### config.mk
export PLATFORM = sky130hd
export DESIGN_NAME = product_accumulator
export DESIGN_NICKNAME = d
export VERILOG_FILES = /design/src/rtl/multiplier_pkg.sv /design/src/rtl/product_accumulator.sv
export SDC_FILE = /design/constraint.sdc
export NUM_CORES = 1
export LEC_CHECK = 0
export BUFFER_PORTS_ARGS = -buffer_cell sky130_fd_sc_hd__buf_2
export CAP_MARGIN = 20
export CORE_UTILIZATION = 55
export DETAILED_ROUTE_END_ITERATION = 10
export PLACE_DENSITY = 0.8
export SYNTH_ARGS = -nofsm -noshare
export SYNTH_HDL_FRONTEND = slang
export SYNTH_SLANG_ARGS = --single-unit
### constraint.sdc
create_clock -name clk -period 4.25 [get_ports clk]
set_input_delay 0.85 -clock clk [delete_from_list [all_inputs] [get_ports clk]]
set_output_delay 0.85 -clock clk [all_outputs]
set_load 0.1 [all_outputs]
### src/rtl/multiplier_pkg.sv
// multiplier_pkg: shared types and constants for the multiplier and its downstream accumulator
package multiplier_pkg;
  typedef enum logic {ST_ACCUM = 1'b0, ST_HOLD = 1'b1} state_t;
  localparam int DEFAULT_WIDTH = 4;
  function automatic int clog2(input int n);
    int r;
    r = 0;
    while ((1 << r) < n) r++;
    return r;
  endfunction
endpackage

### src/rtl/product_accumulator.sv
// product_accumulator: sums groups of up to MAX_TERMS products; ports: clk, rst, p_valid/p_ready/p_data/p_last in, acc_valid/acc_ready/acc_data/acc_count out
module product_accumulator
  import multiplier_pkg::*;
#(
  parameter int WIDTH = DEFAULT_WIDTH,
  parameter int PW = 2 * WIDTH,
  parameter int MAX_TERMS = 4,
  localparam int CNT_W = clog2(MAX_TERMS) + 1,
  localparam int ACC_W = PW + clog2(MAX_TERMS)
) (
  input  logic             clk,
  input  logic             rst,
  input  logic             p_valid,
  output logic             p_ready,
  input  logic [PW-1:0]    p_data,
  input  logic             p_last,
  output logic             acc_valid,
  input  logic             acc_ready,
  output logic [ACC_W-1:0] acc_data,
  output logic [CNT_W-1:0] acc_count
);
  state_t state, state_n;
  logic [ACC_W-1:0] sum;
  logic [CNT_W-1:0] cnt;
  logic accept, closing;
  // sum and cnt are always zero in HOLD, so one close rule serves both states
  always_comb begin
    acc_valid = state == ST_HOLD;
    p_ready = acc_valid ? acc_ready : 1'b1;
    accept = p_valid && p_ready;
    closing = p_last || cnt == CNT_W'(MAX_TERMS - 1);
    state_n = accept && closing ? ST_HOLD : (acc_valid && acc_ready) ? ST_ACCUM : state;
  end
  always_ff @(posedge clk) begin
    if (rst) begin
      state <= ST_ACCUM;
      sum <= '0;
      cnt <= '0;
      acc_data <= '0;
      acc_count <= '0;
    end else begin
      state <= state_n;
      if (accept && closing) begin
        acc_data <= sum + ACC_W'(p_data);
        acc_count <= cnt + CNT_W'(1);
        sum <= '0;
        cnt <= '0;
      end else if (accept) begin
        sum <= sum + ACC_W'(p_data);
        cnt <= cnt + CNT_W'(1);
      end
    end
  end
endmodule
---- Word level (Yosys, flattened, before mapping) ----
Index checks and enable logic that the tools add are counted.
storage, ports and cells
  memories kept ........................... 0
  bits in registers ....................... 27
  bits in read-only memories .............. 0
  bits in latches ......................... 0
  bits in writable memories ............... 0
  bits of input ports ..................... 13
  word-level logic and storage cells ...... 17
  output and inout bits ................... 15
cells by class
  reduce and logical (&&, ||, !) cells .... 6
  order comparisons ....................... 0
  shift operators ......................... 0
  add/subtract/negate cells ............... 2
  equality and inequality tests ........... 1
  bitwise logic cells ..................... 0
  multiply operators ...................... 0
  divide/modulo/power cells ............... 0
  multiplexer cells ....................... 3
operator list
  kind                 count
  $add 10x8->10        1
  $add 3x1->3 const B  1
  $eq 3x2->1 const B   1
  $logic_and 1x1->1    3
  $mux 1               3
  $reduce_bool 2->1    1
  $reduce_or 2->1      1
  $logic_or 1x1->1     1

---- Logic depth before layout (Yosys ltp) ----
  depth in word-level cells ............... 4
  depth in mapped cells ................... 8
  gate-level depth less buffers ........... 8

---- Least setup slack after synthesis ----
OpenSTA, ideal clock, no wires.
  path kind ............................... input -> register
  start point ............................. in p_data[0]
  end point ............................... reg acc_data[8]
  setup slack ............................. 1.856 ns
  data required time ...................... 4.131 ns
  setup time .............................. 0.119 ns
  buffers on the path ..................... 0
  stages on the path ...................... 8
  arrival time ............................ 2.276 ns
  cells stage by stage .................... ha_1 -> inv_1 -> fa_1 -> nor2b_4 -> o2111ai_1 -> a21oi_1 -> or3_1 -> a32o_1
on the way
  cells in the longest elaborated chain, start to end .. 1
ends and longest elaborated chain
  item                  RTL line                   RTL
  start, declared       product_accumulator.sv:15  input logic [PW-1:0] p_data,
  $add 10x8->10         product_accumulator.sv:44  acc_data <= sum + ACC_W'(p_data);
  end signal, assigned  product_accumulator.sv:44
  end, declared         product_accumulator.sv:19  output logic [ACC_W-1:0] acc_data,
Every way passes these cells.
A chain may end at the register's enable or synchronous reset.

---- Worst setup path in the final report ----
  start point ............................. in acc_ready
  end point ............................... out p_ready
on the way
  cells in the longest elaborated chain, start to end .. 1
ends and longest elaborated chain
  item             RTL line                   RTL
  start, declared  product_accumulator.sv:18  input logic acc_ready,
  $mux 1           product_accumulator.sv:29  p_ready = acc_valid ? acc_ready : 1'b1;
  end, declared    product_accumulator.sv:14  output logic p_ready,
Every way passes these cells.

==> flow_metrics.tcl <==
set metrics [dict create \
    dpl.cell_count 201 \
    grt_pass1_vias 1119 \
    critPathLaunchType "input pin" \
    ir_drop_mv 0.335 \
    postPlaceCellArea_sq_um 1510 \
    worstMarginPinSlew_ns 1.03 \
    grt_start_max_net_pins 23 \
    setup_viol 0 \
    numClockSinks 27 \
    antenna_left 0 \
    num-fill-cells 207 \
    max_stage_delay_ns 0.49 \
    cts-hold-fix-buffers 0 \
    synth_edf_count 0 \
    final_nets 202 \
    cp-end-kind "output port" \
    synth_compound_area_share_pct 22.4 \
    grt_usage_pct 25.0 \
    grt.overflow.total 0 \
    cp.required_ns 3.40 \
    min_period_over_period_pct 59.3 \
    synth.area.mux_share_pct 2.18 \
    antenna_cells 0 \
    rsz0062_at_grt "no" \
    crit_type "in -> out" \
    cts_tree "done" \
    power_uw 574 \
    worstPathArrival_ns 1.67 \
    area_delta_synth_final_pct 11.9 \
    power.density_nw_per_um2 372 \
    core_sq_um 2300 \
    first_pass_iters 4 \
    syn_inst 153 \
    htree_levels 1 \
    viasPerCell 5.87 \
    synth_fp_nets 177 \
    hp-class "reg -> reg" \
    drc 0 \
    status "complete, no violations" \
    gp_congestion 0.894 \
    multi_input_area_sq_um 781 \
    path_clk_slew_ns 0.15 \
    cp_top_family "buffers and inverters" \
    fin_worst_skew_ns 0.00643 \
    drive_gt1_share_pct 20.9 \
    rows 17 \
    synthesis.area_sq_um 1380 \
    crit_path_max_fanout 8 \
    numCtsBuffers 3 \
    synth_xor_area_share_pct 4.44 \
    start_util_pct 60.1 \
    synth_cell_types 40 \
    clk_latency_ns 0.33 \
    grt_first_pass_wirelength_microns 4930 \
    grt_antenna_before_repair 0 \
    synth-seq-cells 27 \
    slew_violations 0 \
    synth_top_family_by_area "compound AO/OA/AOI/OAI gates" \
    postRouteWirelength_microns 2890 \
    die_x_microns 52.1 \
    cap_violations 0 \
    synth_warnings 0 \
    cts_setup_buffers 0 \
    fin_crit_ns 2.52 \
    cts_resized 0 \
    fin_setup_tns_ns 0 \
    vias 1203 \
    drtIter0Drc 15 \
    ys_async_sr_fraction_pct 0 \
    stdcell_count 205 \
    cp_num_buf_inv 2 \
    crit_top_cell "buf_2" \
    postSynthAreaPerCell_sq_um 9.02 \
    hpwl_microns 2150 \
    seq_area_sq_um 541 \
    yosys.area_share.simple_pct 17.0 \
    path_cells "buf_2 > nand2b_1 > buf_2" \
    crit_slowest_cell "buf_2" \
    hold_viol_final 0 \
    die_y_microns 52.1 \
    root_buffer "clkbuf_4" \
    stdcell_area_sq_um 1540 \
    num_io_pins 28 \
    clk_path_buf_depth 2 \
    p_leak_uw 0.000723 \
    post_synth_fa_ha_maj_area_fraction_pct 10.5 \
    numPortBuffers 27 \
    wire_per_inst_microns 14.1 \
    synth_flop_cell "dfxtp_1" \
    fmax_mhz 397 \
    slew_headroom_pct 31.2 \
    die-area_sq_um 2710 \
    ys_seq_area_share_pct 39.2 \
]
[path summary, 6_finish.rpt]
kind / endpoint / slack, ns / depth (start not counted) / from
min reg2reg: acc_data[7] / 0.45 / 2 / acc_data[7]
max: p_ready / 1.73 / 3 / acc_ready
min: acc_data[7] / 0.45 / 2 / acc_data[7]
max reg2reg: sum[7] / 1.94 / 7 / cnt[0]
[worst min-delay path: stages (launching register included)]
cell	delay [ns]
dfxtp_1	0.34
nand2_1	0.05
o21ai_1	0.05
[placed cells by master, fill, tap and decap left out, types with 2 or more instances in the layout]
| cell type | instances |
|---|---|
| inv_1 | 6 |
| a21o_1 | 3 |
| xnor2_1 | 5 |
| dfxtp_1 | 27 |
| clkbuf_4 | 3 |
| nand2b_1 | 5 |
| xor2_1 | 2 |
| a21oi_1 | 8 |
| ha_1 | 10 |
| nand2_1 | 25 |
| mux2i_1 | 3 |
| o211ai_1 | 2 |
| nor3_1 | 2 |
| a22o_1 | 5 |
| a31o_2 | 2 |
| nor2_1 | 5 |
| buf_2 | 27 |
| a211oi_1 | 3 |
| nand3_1 | 3 |
| o21ai_0 | 11 |
[cell usage after synthesis, types with 2 or more instances]
master	count	share of area, %
xor2_1	2	1.3
o211ai_1	2	1.1
a21oi_1	8	2.9
a211oi_1	3	1.6
nand2b_1	5	2.3
inv_1	6	1.6
buf_4	2	1.1
o21ai_0	11	4.0
a21o_1	3	1.6
nand3_1	3	1.1
mux2i_1	3	2.2
a31o_2	2	1.3
nor3_1	2	0.73
dfxtp_1	27	39
xnor2_1	5	3.2
buf_2	2	0.73
nand2_1	25	6.8
nor2_1	5	1.4
clkbuf_1	3	0.82
ha_1	10	9.1
a22o_1	5	3.2
[metal layers]
metal,global-route usage (%),wire (microns),vias up,part of all wire [%]
met2,44.2,1400,39,48
met1,29.1,1310,559,45
met4,8.11,31,0,1.1
li1,-,-,599,-
met5,0,0,-,0
met3,6.14,152,6,5.3
[sequential cells by signal, summed over array words and instances (netlist names)]
| signal | flops |
|---|---|
| cnt | 3 |
| acc_data | 10 |
| acc_valid | 1 |
| sum | 10 |
| acc_count | 3 |
[kinds of logic after synthesis]
kind of cell,after synthesis
xor+xnor,7
flops,27
buf+inv,13
compound gates,44
mux,3
simple gates,48
fa+ha+maj,11
[metrics by stage]
step	worst slack [ns]	utilization (%)	hold WS [ns]
finish	1.73	67.2	0.454
global route	1.68	67.2	0.492
CTS	1.75	67.2	0.463
detailed placement	1.63	65.9	0.441
global placement	1.69	65.9	0.430
floorplan	1.86	-	0.436
[layout make-up]
class                           count  share of cell area [%]
Clock buffer                        3                    1.46
Clock inverter                      1                   0.486
Inverter                            6                    1.46
Multi-Input combinational cell    113                    50.6
Sequential cell                    27                    35.0
Tap cell                           28                    2.27
Timing Repair Buffer               27                    8.75
[report_power, final]
group          internal, uW  switching (uW)  leakage, uW  total, uW
clock network          36.1            79.0    0.0000139        115
logic                  50.5             128     0.000488        178
registers               271            9.92     0.000221        281
No activity file was read; power rests on OpenSTA's default activity.
